--- src/rtl/requantize_scheduler_if.sv ---
// requantize_scheduler_if: requester, config and output ports of the shared requantizer
interface requantize_scheduler_if #(
    parameter int NREQ    = 4,
    parameter int SIZE    = 4,
    parameter int SHIFT_W = 4,
    parameter int TAG_W   = $clog2(NREQ)
);
    logic [NREQ-1:0]        req_valid;
    logic [NREQ-1:0]        req_ready;
    logic [NREQ*9*SIZE-1:0] req_data;
    logic                   cfg_we;
    logic [TAG_W-1:0]       cfg_idx;
    logic [SHIFT_W-1:0]     cfg_shift;
    logic                   out_valid;
    logic                   out_ready;
    logic [8*SIZE-1:0]      out_data;
    logic [TAG_W-1:0]       out_tag;

    modport master (
        output req_valid, req_data, cfg_we, cfg_idx, cfg_shift, out_ready,
        input  req_ready, out_valid, out_data, out_tag
    );

    modport slave (
        input  req_valid, req_data, cfg_we, cfg_idx, cfg_shift, out_ready,
        output req_ready, out_valid, out_data, out_tag
    );
endinterface

--- src/rtl/requantize_scheduler.sv ---
// requantize_scheduler: round-robin shared 9->8 bit requantizer with per-requester shift
module requantize_scheduler #(
    parameter int NREQ    = 4,
    parameter int SIZE    = 4,
    parameter int SHIFT_W = 4,
    parameter int TAG_W   = $clog2(NREQ)
) (
    input logic clock,
    input logic reset,
    requantize_scheduler_if.slave bus
);
    localparam int W   = 9 * SIZE;
    localparam int EXT = 9 + 2 ** (SHIFT_W - 1);
    localparam logic signed [EXT-1:0] MAXV = EXT'(127);
    localparam logic signed [EXT-1:0] MINV = EXT'(-128);

    logic [SHIFT_W-1:0]    shift_tab [NREQ];
    logic [TAG_W-1:0]      ptr, off, grant;
    logic [TAG_W:0]        sum;
    logic [NREQ-1:0]       rot;
    logic                  grant_valid, accept, adv1, adv2;
    logic [W-1:0]          word, s1_data;
    logic [SHIFT_W-1:0]    gshift, s1_shift, mag;
    logic [TAG_W-1:0]      s1_tag, out_tag;
    logic                  s1_valid, out_valid;
    logic [8*SIZE-1:0]     result, out_data;
    logic signed [EXT-1:0] wide [SIZE];

    assign adv2   = !out_valid || bus.out_ready;
    assign adv1   = !s1_valid || adv2;
    assign accept = grant_valid && adv1 && !reset;

    // Rotate valids so bit 0 is the current priority holder; lowest set bit wins.
    assign rot = NREQ'({bus.req_valid, bus.req_valid} >> ptr);

    always_comb begin
        grant_valid = 1'b0;
        off = '0;
        for (int i = NREQ - 1; i >= 0; i--)
            if (rot[i]) begin
                grant_valid = 1'b1;
                off = TAG_W'(i);
            end
    end

    assign sum   = {1'b0, ptr} + {1'b0, off};
    assign grant = (sum >= (TAG_W+1)'(NREQ)) ? TAG_W'(sum - (TAG_W+1)'(NREQ)) : TAG_W'(sum);

    always_comb begin
        word = '0;
        gshift = '0;
        for (int r = 0; r < NREQ; r++)
            if (grant == TAG_W'(r)) begin
                word = bus.req_data[W*r +: W];
                gshift = shift_tab[r];
            end
    end

    assign bus.req_ready = accept ? (NREQ'(1) << grant) : '0;

    assign mag = s1_shift[SHIFT_W-1] ? -s1_shift : s1_shift;

    always_comb begin
        result = '0;
        for (int i = 0; i < SIZE; i++) begin
            wide[i] = s1_shift[SHIFT_W-1] ? EXT'(signed'(s1_data[9*i +: 9])) >>> mag
                                          : EXT'(signed'(s1_data[9*i +: 9])) <<< mag;
            result[8*i +: 8] = (wide[i] > MAXV) ? 8'h7f : (wide[i] < MINV) ? 8'h80 : wide[i][7:0];
        end
    end

    // The shift is captured with the word so later config writes never touch in-flight data.
    always_ff @(posedge clock) begin
        if (reset) begin
            ptr <= '0;
            s1_valid <= 1'b0;
            s1_data <= '0;
            s1_tag <= '0;
            s1_shift <= '0;
            out_valid <= 1'b0;
            out_data <= '0;
            out_tag <= '0;
            for (int r = 0; r < NREQ; r++) shift_tab[r] <= '0;
        end else begin
            if (adv1) s1_valid <= accept;
            if (accept) begin
                s1_data <= word;
                s1_tag <= grant;
                s1_shift <= gshift;
                ptr <= (grant == TAG_W'(NREQ - 1)) ? '0 : grant + TAG_W'(1);
            end
            if (adv2) begin
                out_valid <= s1_valid;
                out_data <= result;
                out_tag <= s1_tag;
            end
            for (int r = 0; r < NREQ; r++)
                if (bus.cfg_we && bus.cfg_idx == TAG_W'(r)) shift_tab[r] <= bus.cfg_shift;
        end
    end

    assign bus.out_valid = out_valid;
    assign bus.out_data  = out_data;
    assign bus.out_tag   = out_tag;
endmodule

--- src/flat_wrapper.sv ---
// flat-port wrapper written by rule: the top's interface ports become plain ports
module requantize_scheduler_flat 
#(
    parameter int NREQ    = 4,
    parameter int SIZE    = 4,
    parameter int SHIFT_W = 4,
    parameter int TAG_W   = $clog2(NREQ)
)
  (clock, reset, bus_req_valid, bus_req_data, bus_cfg_we, bus_cfg_idx, bus_cfg_shift, bus_out_ready, bus_req_ready, bus_out_valid, bus_out_data, bus_out_tag);
  requantize_scheduler_if #(.NREQ(NREQ), .SIZE(SIZE), .SHIFT_W(SHIFT_W), .TAG_W(TAG_W)) bus_i ();
  input logic clock;
  input logic reset;
  input wire logic [$bits(bus_i.req_valid)-1:0] bus_req_valid;
  input wire logic [$bits(bus_i.req_data)-1:0] bus_req_data;
  input wire logic [$bits(bus_i.cfg_we)-1:0] bus_cfg_we;
  input wire logic [$bits(bus_i.cfg_idx)-1:0] bus_cfg_idx;
  input wire logic [$bits(bus_i.cfg_shift)-1:0] bus_cfg_shift;
  input wire logic [$bits(bus_i.out_ready)-1:0] bus_out_ready;
  output wire logic [$bits(bus_i.req_ready)-1:0] bus_req_ready;
  output wire logic [$bits(bus_i.out_valid)-1:0] bus_out_valid;
  output wire logic [$bits(bus_i.out_data)-1:0] bus_out_data;
  output wire logic [$bits(bus_i.out_tag)-1:0] bus_out_tag;
  assign bus_i.req_valid = bus_req_valid;
  assign bus_i.req_data = bus_req_data;
  assign bus_i.cfg_we = bus_cfg_we;
  assign bus_i.cfg_idx = bus_cfg_idx;
  assign bus_i.cfg_shift = bus_cfg_shift;
  assign bus_i.out_ready = bus_out_ready;
  assign bus_req_ready = bus_i.req_ready;
  assign bus_out_valid = bus_i.out_valid;
  assign bus_out_data = bus_i.out_data;
  assign bus_out_tag = bus_i.out_tag;
  requantize_scheduler #(.NREQ(NREQ), .SIZE(SIZE), .SHIFT_W(SHIFT_W), .TAG_W(TAG_W)) u_core (.clock(clock), .reset(reset), .bus(bus_i));
endmodule
--- config.mk ---
export PLATFORM = sky130hd
export DESIGN_NAME = requantize_scheduler_flat
export DESIGN_NICKNAME = d
export VERILOG_FILES = /design/src/rtl/requantize_scheduler_if.sv /design/src/rtl/requantize_scheduler.sv /design/src/flat_wrapper.sv
export SDC_FILE = /design/constraint.sdc
export NUM_CORES = 1
export LEC_CHECK = 0
export CORE_MARGIN = 8
export CORE_UTILIZATION = 46
export CTS_CLUSTER_DIAMETER = 150
export DETAILED_ROUTE_END_ITERATION = 16
export HOLD_SLACK_MARGIN = 0.08
export PLACE_DENSITY_LB_ADDON = 0.15
export SYNTH_ARGS = -nofsm -noshare
export SYNTH_HDL_FRONTEND = slang
export SYNTH_SLANG_ARGS = --single-unit
--- constraint.sdc ---
create_clock -name clock -period 3.7 [get_ports clock]
set_input_delay 0.74 -clock clock [delete_from_list [all_inputs] [get_ports clock]]
set_output_delay 0.74 -clock clock [all_outputs]
set_load 0.05 [all_outputs]
======== After elaboration in Yosys (flattened, before gate mapping) ========
Memories as Yosys holds them, arrays and structs flattened.
Cells that the tools add are included.
storage, ports and cells
  bits in registers ....................... 80
  memory bits (writable) .................. 16
  output and inout port bits .............. 39
  memories ................................ 1
operators by class
  $add $sub $neg .......................... 4
  order comparisons ....................... 9
  eq/ne operators ......................... 6
  shift operators ......................... 10
  mux-type cells .......................... 50
  bitwise operators ....................... 4
  reduce and logical (&&, ||, !) cells .... 13
memory list
  memory            words  width  rd ports  clocked after memory_dff  write ports  RTL line                    text
  u_core.shift_tab  4      4      4         0                         4            requantize_scheduler.sv:17  logic [SHIFT_W-1:0] shift_tab [NREQ];
operators by type and width
  kind                                                             count
  2-to-1 mux 36 bit                                                4
  greater-than comparator 17 x 8 -> 1 bit (second input constant)  4
  less-than comparator 17 x 8 -> 1 bit (second input constant)     4
  2-to-1 mux 17 bit                                                4
  <<< shifter 9 x 4 -> 17 bit                                      4
  >>> shifter 9 x 4 -> 17 bit                                      4
  2-to-1 mux 8 bit                                                 8
  2-to-1 mux 4 bit                                                 10
  2-to-1 mux 1 bit                                                 18
  2-to-1 mux 2 bit                                                 6
  == test 2 bit (second input constant)                            4
  >> shifter 8 x 2 -> 4 bit                                        1
  logical AND 1 bit                                                6
  == test 2 x 1 -> 1 bit (second input constant)                   2
  zero test 2 bit                                                  2
  negation 4 bit                                                   1
  bitwise OR 1 bit                                                 4
  left shift 1 x 2 -> 4 bit (first input constant)                 1
  adder 2 x 2 -> 3 bit                                             1
  greater-or-equal comparator 3 bit (second input constant)        1
  zero test 1 bit                                                  3
  adder 2 x 1 -> 2 bit (second input constant)                     1
  logical OR 1 bit                                                 2
  subtractor 2 x 1 -> 2 bit (second input constant)                1

======== Depth between registers and ports, before layout ========
  depth in word-level cells ............... 13
  mapped depth ............................ 18
  depth with buffers taken out ............ 16

======== Worst setup path after synthesis ========
No wires, ideal clock.
  path kind ............................... input to output
  start ................................... in bus_req_valid[0]
  end ..................................... out bus_req_ready[3]
  arrival time ............................ 3.293 ns
  setup slack ............................. -0.333 ns
  stages on the path ...................... 13
  buffers on the path ..................... 3
  cells stage by stage .................... clkbuf_1 nor2_1 a221oi_1 a31oi_1 a211o_1 ha_1 xor2_1 xnor2_1 inv_1 ha_1 clkbuf_1 clkbuf_1 and2_1
on the way
  word-level cells in the longest chain between the ends .. 10
  elaborated cells between the ends (all ways) .. 17
ends and longest elaborated chain
  element                                                                         RTL line                    text
  from (decl)                                                                     flat_wrapper.sv:13          input wire logic [$bits(bus_i.req_valid)-1:0] bus_req_valid;
  >> shifter 8 x 2 -> 4 bit *                                                     requantize_scheduler.sv:34  assign rot = NREQ'({bus.req_valid, bus.req_valid} >> ptr);
  2-to-1 mux 2 bit (3 in series)                                                  requantize_scheduler.sv:40  if (rot[i]) begin
  2-to-1 mux 2 bit *                                                              requantize_scheduler.sv:40
  adder 2 x 2 -> 3 bit *                                                          requantize_scheduler.sv:46  assign sum = {1'b0, ptr} + {1'b0, off};
  greater-or-equal comparator 3 bit or subtractor 2 x 1 -> 2 bit (tied branches)  requantize_scheduler.sv:47  assign grant = (sum >= (TAG_W+1)'(NREQ)) ? TAG_W'(sum - (TAG_W+1)'(NREQ)) : TAG_W'(sum);
  2-to-1 mux 2 bit *                                                              requantize_scheduler.sv:47
  net u_core.grant[1]                                                             requantize_scheduler.sv:18  logic [TAG_W-1:0] ptr, off, grant;
  left shift 1 x 2 -> 4 bit *                                                     requantize_scheduler.sv:59  assign bus.req_ready = accept ? (NREQ'(1) << grant) : '0;
  2-to-1 mux 4 bit *                                                              requantize_scheduler.sv:59
  to (decl)                                                                       flat_wrapper.sv:19          output wire logic [$bits(bus_i.req_ready)-1:0] bus_req_ready;
The timed path passes the listed nets; every way through them passes the cells marked *.

======== Worst setup path in the final report ========
  start ................................... in bus_req_valid[0]
  end ..................................... out bus_req_ready[0]
on the way
  word-level cells in the longest chain between the ends .. 10
  elaborated cells between the ends (all ways) .. 17
ends and longest elaborated chain
  element                                                                         RTL line
  >> shifter 8 x 2 -> 4 bit *                                                     requantize_scheduler.sv:34
  2-to-1 mux 2 bit (4 in series)                                                  requantize_scheduler.sv:40
  adder 2 x 2 -> 3 bit                                                            requantize_scheduler.sv:46
  greater-or-equal comparator 3 bit or subtractor 2 x 1 -> 2 bit (tied branches)  requantize_scheduler.sv:47
  2-to-1 mux 2 bit                                                                requantize_scheduler.sv:47
  left shift 1 x 2 -> 4 bit                                                       requantize_scheduler.sv:59
  2-to-1 mux 4 bit *                                                              requantize_scheduler.sv:59
Every way passes the cells marked *; elsewhere a longest branch is shown, timed or not.

==> flow_metrics.tcl <==
set metrics [dict create \
    path_cells "clkdlybuf4s15_1 > nor2_1 > a221oi_2 > a31oi_1 > a211o_1 > ha_2 > xor2_2 > xnor2_2 > ha_2 > inv_2 > buf_4 > nor2_4 > buf_8" \
    grtUsageTotal 0.2742 \
    maxCapViolCount 0 \
    antenna_found_initial 0 \
    vias_per_cell 6.134 \
    htree_levels 3 \
    synth-seq-cells 96 \
    critPathCaptureType "output pin" \
    port_buffers 196 \
    grt_overflow_total 0 \
    ctsHoldBuffers 0 \
    drc 0 \
    start_kind "primary input" \
    clkLatencyLatePin_ps 360 \
    n_antenna_cell 0 \
    postSynthAreaPerCell_um2 7.647 \
    setup_viol 0 \
    die_x_um 149.5 \
    first_pass_iters 6 \
    dpl.hpwl_um 23800 \
    skew_ps 11.69 \
    fin_cells 1483 \
    cts_tree "built" \
    vias 9096 \
    grt_max_degree 65 \
    relSlewSlack 0.4298 \
    postCtsSetupBuffers 0 \
    fp.coreArea_um2 17720 \
    cp_common_cell "ha_2" \
    ant_nets 0 \
    final_util 0.6260 \
    rows 49 \
    critPathMaxFanout 4 \
    critPathRequiredTime_ps 2960 \
    routedWlPerCell_um 20.84 \
    synth_cell_types 76 \
    syn-num-nets 1236 \
    clock_path_buffers 2 \
    grt_pass1_wl_um 48300 \
    power_mw 10.34 \
    syn_to_final_growth_pct 35.30 \
    run_status "completed" \
    numCtsBuffers 9 \
    synth_edf_count 16 \
    pwr_density_cell_nw_per_um2 932.3 \
    numClockSinks 96 \
    die_area_um2 22350 \
    ir_worst_vdd_mv 0.6778 \
    synth_area_um2 8198 \
    worst_pin_slew_ps 854.1 \
    synthCells 1072 \
    setup_slack_ps 138.5 \
    finalCritPeriodShare 0.9626 \
    timing.final.crit_period_ps 3561 \
    drive_gt1_frac 0.1411 \
    yosysWarningCount 0 \
    grt_pass1_vias 8819 \
    hold_viol 0 \
    wl_um 30910 \
    die_h_um 149.5 \
    fin_tns_setup_ps 0 \
    io_pins 197 \
    drtIter0Drc 914 \
    timing.fmax_mhz 280.8 \
    cp.arrival_ps 2820 \
    hold_path_class "register to register" \
    pre_cts_ws_ps -393.8 \
    r2r_setup_slack_ps 420 \
    max_stage_delay_ps 290 \
    nets 1413 \
    cts_root_buf "clkbuf_16" \
    gp_congestion 0.9909 \
    slowest_stage "a211o_1" \
    async_flop_share 0 \
    synth_flop_cell "dfxtp_1" \
    p_leak_nw 4.124 \
    placedCellCount 1467 \
    start_util 0.4627 \
    clk_pin_slew_ps 70 \
    ys_seq_area_frac 0.2540 \
    criticalPathCategory "primary input to output pin" \
    slew_violations 0 \
]
==> cells in the final DEF (no fill, tap or decap), types with 11 or more instances in the layout <==
| master | netlist | layout |
|---|---|---|
| clkdlybuf4s50_1 | 0 | 187 |
| nor2_1 | 152 | 150 |
| a21oi_1 | 118 | 118 |
| nand2_1 | 105 | 105 |
| dfxtp_1 | 80 | 77 |
| o21ai_0 | 68 | 68 |
| buf_4 | 3 | 66 |
| a22oi_1 | 42 | 42 |
| mux2i_1 | 40 | 40 |
| nand3b_1 | 33 | 33 |
| mux4_2 | 29 | 29 |
| nor3_1 | 24 | 24 |
| a211oi_1 | 23 | 22 |
| and2_1 | 22 | 19 |
| o31ai_1 | 16 | 16 |
| edfxtp_1 | 16 | 16 |
| o22ai_1 | 14 | 14 |
| inv_1 | 14 | 13 |
| nand3_1 | 13 | 13 |
| o211ai_1 | 11 | 11 |
==> flip-flops by register name, indices dropped and copies added (netlist names) <==
register	count
u_core.bus.out_data	32
u_core.ptr	2
u_core.s1_valid	1
u_core.s1_tag	2
u_core.shift_tab	16
u_core.bus.out_valid	1
u_core.bus.out_tag	2
u_core.s1_shift	4
u_core.s1_data	36
==> final timing paths <==
kind,startpoint,cells past startpoint,end
min reg2reg,u_core.bus.out_data[15],2,u_core.bus.out_data[15]
min,u_core.bus.out_data[15],2,u_core.bus.out_data[15]
max reg2reg,u_core.s1_shift[0],11,u_core.bus.out_data[16]
max,bus_req_valid[0],13,bus_req_ready[0]
==> cells in the mapped netlist (5+ instances only) <==
library cell	instances	share of area
nor2_1	152	0.070
a21oi_1	118	0.072
nand2_1	105	0.048
dfxtp_1	80	0.20
clkbuf_1	70	0.032
o21ai_0	68	0.042
a22oi_1	42	0.038
mux2i_1	40	0.049
nand3b_1	33	0.030
mux4_2	29	0.080
nor3_1	24	0.015
a211oi_1	23	0.021
and2_1	22	0.017
buf_2	19	0.012
edfxtp_1	16	0.059
o31ai_1	16	0.015
inv_1	14	0.0064
o22ai_1	14	0.011
nand3_1	13	0.0079
o211ai_1	11	0.010
a211oi_2	10	0.015
a31oi_1	10	0.0076
buf_1	10	0.0046
nand2b_1	10	0.0076
o21ai_1	8	0.0049
mux2_2	7	0.0096
o21a_1	7	0.0064
ha_1	6	0.0092
nand4_1	6	0.0046
nor4_1	6	0.0046
o21bai_1	6	0.0055
a21o_1	5	0.0046
a221oi_1	5	0.0053
==> area by class of cell <==
cell class	instances	area (um^2)
Clock buffer	9	225.2
Clock inverter	7	126.4
Fill cell	1654	6626
Inverter	16	60.06
Multi-Input combinational cell	855	5669
Sequential cell	96	2086
Tap cell	229	286.5
Timing Repair Buffer	271	2639
==> cell families (layout without fill, tap and decap cells) <==
kind of cell | after synthesis | in the layout | share of synthesized area
and+or+nand+nor | 385 | 385 | 0.2184
adders and majority gates | 7 | 7 | 0.01038
buffers and inverters | 121 | 303 | 0.06288
xor gates and xnor gates | 4 | 4 | 0.004274
muxes | 80 | 80 | 0.1467
AOI/OAI and AO/OA | 379 | 379 | 0.3034
DFF | 96 | 96 | 0.2540
==> where the power goes <==
part	internal, mW	total, mW	switching, mW
clock network	0.672	1.13	0.458
registers	1.41	1.91	0.497
logic	3.04	7.30	4.26
total	5.13	10.3	5.21
==> layer usage <==
layer | vias to the layer above | part of all wire | global-route usage
met5 | - | 0 | 0
met4 | 0 | 0.034 | 0.1075
met3 | 73 | 0.085 | 0.05624
met2 | 488 | 0.46 | 0.4329
met1 | 4207 | 0.42 | 0.3602
li1 | 4328 | - | -
==> what timing repair did <==
item / 4_1_cts / 5_1_grt
endpoints found under the setup margin: 6 / 7
pin swaps: 4 / 6
resized for setup: 11 / 10
hold endpoints to repair: 0 / 0
==> worst max-delay path: cells and delay by family <==
family | cells | cell delay, ps
AOI/OAI and AO/OA | 3 | 600
xor gates and xnor gates | 2 | 400
adders and majority gates | 2 | 410
buffers and inverters | 4 | 520
and+or+nand+nor | 2 | 150
==> per-stage QoR <==
stage / area, um^2 / hold slack, ps
final: 11090 / 453.6
after global placement: 10700 / 439.9
after global routing: 11090 / 485.9
after CTS: 11080 / 452.4
after floorplan: 8222 / 436.4
after detailed placement: 10700 / 442.5
Power figures use the tool's default switching activity.
==> edit 1 (same settings) <==
`SHIFT_W` is set to 4 in 3 places; all go to 3.
--- a/src/rtl/requantize_scheduler_if.sv
+++ b/src/rtl/requantize_scheduler_if.sv
@@ -2,7 +2,7 @@
 interface requantize_scheduler_if #(
     parameter int NREQ    = 4,
     parameter int SIZE    = 4,
-    parameter int SHIFT_W = 4,
+    parameter int SHIFT_W = 3,
     parameter int TAG_W   = $clog2(NREQ)
 );
     logic [NREQ-1:0]        req_valid;
--- a/src/rtl/requantize_scheduler.sv
+++ b/src/rtl/requantize_scheduler.sv
@@ -2,7 +2,7 @@
 module requantize_scheduler #(
     parameter int NREQ    = 4,
     parameter int SIZE    = 4,
-    parameter int SHIFT_W = 4,
+    parameter int SHIFT_W = 3,
     parameter int TAG_W   = $clog2(NREQ)
 ) (
     input logic clock,
--- a/src/flat_wrapper.sv
+++ b/src/flat_wrapper.sv
@@ -3,7 +3,7 @@
 #(
     parameter int NREQ    = 4,
     parameter int SIZE    = 4,
-    parameter int SHIFT_W = 4,
+    parameter int SHIFT_W = 3,
     parameter int TAG_W   = $clog2(NREQ)
 )
   (clock, reset, bus_req_valid, bus_req_data, bus_cfg_we, bus_cfg_idx, bus_cfg_shift, bus_out_ready, bus_req_ready, bus_out_valid, bus_out_data, bus_out_tag);
Interface: changed (resized bus_cfg_shift); port bits go from 197 to 196. No check against the original RTL was run, so the function may have changed too.
==> edit 1 against the unedited design <==
- cell area is 13% lower
- power is 24% lower
- synthesized area is 13% lower
- sequential cell count is 5 lower
- worst setup slack better by 28 ps
- count of clock-buffer cells in the layout is 2 higher
- worst hold slack worse by 3.9 ps
- critical endpoint is now bus_req_ready[2]
- wire length is 21% lower
- critical path type unchanged
- utilization is 1.1 points higher
==> edit 1: results (changes against the unedited design) <==
Pleak = 3.45 nW (was 4.12 nW)
CP max-delay cell = maj3_1 (was a211o_1)
Setup crit end = bus_req_ready[2] (was bus_req_ready[0])
Largest cells by area after synthesis = dfxtp_1 (22%), mux4_2 (6.3%), a21oi_1 (5.1%) (was dfxtp_1 (20%), mux4_2 (8.0%), a21oi_1 (7.2%))
Peak VDD IR = 0.486 mV (was 0.678 mV)
Switching part of the total = 0.480 (was 0.504)
Worst R2R Path Depth = 12 (was 11)
Crit path largest cell delay = 350 ps (was 290 ps)
Critical path origin = bus_req_valid[2] (was bus_req_valid[0])
Post-cts resize count = 4 (was 11)
Iteration-0 DRC Markers = 806 (was 914)
Worst slack, placed = -595 ps (was -394 ps)
Hold Path Sink = u_core.bus.out_tag[0]$_SDFFE_PP0P_ (was u_core.bus.out_data[15]$_SDFFE_PP0P_)
Synth cell count leaders = dfxtp_1 (79), nand2_1 (77), a21oi_1 (72), clkbuf_1 (68), o21ai_0 (67) (was nor2_1 (152), a21oi_1 (118), nand2_1 (105), dfxtp_1 (80), clkbuf_1 (70))
Worst-margin pin slew = 869 ps (was 854 ps)
Register area share after synthesis = 0.273 (was 0.254)
Post-synth top area share = 0.222 (was 0.195)
Critical R2R Launch = u_core.ptr[0]$_SDFFE_PP0P_ (was u_core.s1_shift[0]$_SDFFE_PP0P_)
Largest net degree at the start of global routing = 86 (was 65)
Global-route wire length before repair = 38.8 mm (was 48.3 mm)
Worst hold margin = 450 ps (was 454 ps)
Via Count = 7,472 (was 9,096)
Post-Syn Instances = 896 (was 1,072)
Status = finished, final reports clean (unchanged)
EDFF count, synth = 12 (was 16)
Library cells used by synthesis = 69 (was 76)
Final WL = 24.4 mm (was 30.9 mm)
Setup Skew = 9.10 ps (was 11.7 ps)
Largest regs = u_core.s1_data: 36 flops, u_core.bus.out_data: 32 flops, u_core.shift_tab: 12 flops (was u_core.s1_data: 36 flops, u_core.bus.out_data: 32 flops, u_core.shift_tab: 16 flops)
## edit 1: layout make-up
cell class / instances / area (um2)
inverters: 10 / 37.5
repair buffers: 240 / 2370
multi-input cells: 696 / 4730
flip-flops and latches: 91 / 1940
clock buffers: 11 / 254
clock inverters: 5 / 66.3
fillers: 1354 / 5500
well taps: 188 / 235
## edit 1: routing by layer
| metal | wire, um | vias to the layer above | global-route usage |
|---|---|---|---|
| li1 | - | 3643 | - |
| met1 | 10200 | 3429 | 0.306 |
| met2 | 11400 | 366 | 0.390 |
| met3 | 2430 | 34 | 0.0795 |
| met4 | 456 | 0 | 0.0749 |
| met5 | 0 | - | 0 |
## edit 1: cell families (layout without fill, tap and decap cells)
logic type               Yosys count  in the layout  share of synthesized area
multiplexers                      49             49                      0.113
AND/OR/NAND/NOR                  345            345                      0.253
buffers and inverters            109            266                     0.0671
XOR/XNOR                           2              2                    0.00246
AO/OA/AOI/OAI                    293            293                      0.281
flip-flops                        91             91                      0.273
adder cells (fa/ha/maj)            7              7                     0.0119
==> edit 2 (same settings) <==
Made on the original files. Reset style: asynchronous (`reset`), changed in one clocked block.
--- a/src/rtl/requantize_scheduler.sv
+++ b/src/rtl/requantize_scheduler.sv
@@ -70,7 +70,7 @@
     end
 
     // The shift is captured with the word so later config writes never touch in-flight data.
-    always_ff @(posedge clock) begin
+    always_ff @(posedge clock or posedge reset) begin
         if (reset) begin
             ptr <= '0;
             s1_valid <= 1'b0;
Function: differs if reset is asserted again (counterexample within 4 cycles, from zero or initial values and one cycle with reset high); with reset held inactive, the same outputs for 4 cycles.
==> edit 2 against the unedited design <==
- maximum frequency grew 2.2%
- wire length shrank 3.8%
- sequential cell count is the same
- cell area shrank 1.4%
- synthesized area grew 2.0%
- worst setup slack gained 78 ps
- largest cell class unchanged
Power is not shown: default switching activity piles up to over one toggle a cycle in this logic, so the estimate is an artifact.
==> edit 2: results (changes against the unedited design) <==
Nets = 1,336 (was 1,413)
Top FF cell, synth = dfrtp_1 (was dfxtp_1)
Max Cap Viol = 0 (unchanged)
Share of post-route cells with drive strength above 1 = 0.128 (was 0.141)
Overall routing resource usage = 0.261 (was 0.274)
Filler cells = 1,611 (was 1,654)
Met3 usage = 0.0556 (was 0.0562)
Worst slack, placed = -137 ps (was -394 ps)
Final WL = 29.7 mm (was 30.9 mm)
Vias/cell = 6.16 (was 6.13)
Post-synth ARST share = 1.00 (was 0)
WHS Path Cells = 2 (unchanged)
Crit path max-delay family = simple AND/OR/NAND/NOR gates (was compound AO/OA/AOI/OAI gates)
Synth cell count leaders = nor2_1 (163), a21oi_1 (144), dfrtp_1 (96), nand2_1 (77), o21ai_0 (59) (was nor2_1 (152), a21oi_1 (118), nand2_1 (105), dfxtp_1 (80), clkbuf_1 (70))
WP data arrival = 2740 ps (was 2820 ps)
Met2 usage = 0.396 (was 0.433)
Register Area = 0.00240 mm2 (was 0.00209 mm2)
Post-DP Area = 0.0106 mm2 (was 0.0107 mm2)
Worst R2R Path Depth = 9 (was 11)
CP max-delay cell = or4_1 (was a211o_1)
DP Wirelength = 22.6 mm (was 23.8 mm)
Critical Path Fanout Max = 5 (was 4)
Largest net degree at the start of global routing = 79 (was 65)
Drt first pass iters = 5 (was 6)
Global-route wire length before repair = 46.6 mm (was 48.3 mm)
Largest cells by area after synthesis = dfrtp_1 (29%), a21oi_1 (8.6%), nor2_1 (7.3%) (was dfxtp_1 (20%), mux4_2 (8.0%), a21oi_1 (7.2%))
Setup Skew = 9.23 ps (was 11.7 ps)
Crit path largest cell delay = 520 ps (was 290 ps)
Library cells used by synthesis = 77 (was 76)
Syn_nets = 1,184 (was 1,236)
Slew headroom = 0.426 (was 0.430)
# placed instances = 1,390 (was 1,467)
Wire per inst = 21.1 um (was 20.8 um)
Met1 Track Usage GR = 0.364 (was 0.360)
Vias in the first global route = 8,254 (was 8,819)
Register area share after synthesis = 0.287 (was 0.254)
Initial antenna violation count = 1 (was 0)
Status = finished, final reports clean (unchanged)
Final GP Congestion = 0.927 (was 0.991)
Skew-Pair Late Insertion Delay = 360 ps (about the same)
Iteration-0 DRC Markers = 1,017 (was 914)
Synthesized area per cell = 8.19 um2 (was 7.65 um2)
edit 2: cell types whose count changed after synthesis, moves of 25 or more:
cell      change
mux2_2       +25
dfxtp_1      -80
dfrtp_1      +96
a21oi_1      +26
nand3b_1     -30
nand2_1      -28
edit 2: layout make-up:
cell class	count	share of cell area
flip-flops and latches	96	0.220
inverters	14	0.00492
diodes	1	0.000229
well taps	229	0.0262
clock inverters	6	0.00560
multi-input cells	813	0.501
repair buffers	238	0.220
clock buffers	10	0.0218
edit 2: kinds of logic after synthesis:
group / synth area share
muxes: 0.187
DFF: 0.287
adders and majority gates: 0.0102
AOI/OAI and AO/OA: 0.284
xor gates and xnor gates: 0.00210
and+or+nand+nor: 0.168
buffers and inverters: 0.0611
edit 2: per-layer routing:
metal / part of all wire / routed length [um]
met5: 0 / 0
met4: 0.024 / 704
met3: 0.094 / 2790
met2: 0.45 / 13200
met1: 0.44 / 13000
edit 2: worst paths after layout:
kind | from | end | slack, ps
max | bus_req_valid[2] | bus_req_ready[0] | 220
max in group asynchronous | reset | u_core.s1_shift[0]$_DFFE_PP0P_ | 2100
min | u_core.bus.out_tag[0]$_DFFE_PP0P_ | u_core.bus.out_tag[0]$_DFFE_PP0P_ | 470
max reg2reg | u_core.s1_shift[1]$_DFFE_PP0P_ | u_core.bus.out_data[17]$_DFFE_PP0P_ | 540
min in group asynchronous | reset | u_core.bus.out_tag[1]$_DFFE_PP0P_ | 880
min reg2reg | u_core.bus.out_tag[0]$_DFFE_PP0P_ | u_core.bus.out_tag[0]$_DFFE_PP0P_ | 470
edit 2: repair_timing:
action | in CTS | in global routing
pin swaps | 2 | 2
setup buffers | 0 | 0
resized for setup | 4 | 5
endpoints found under the setup margin | 4 | 4
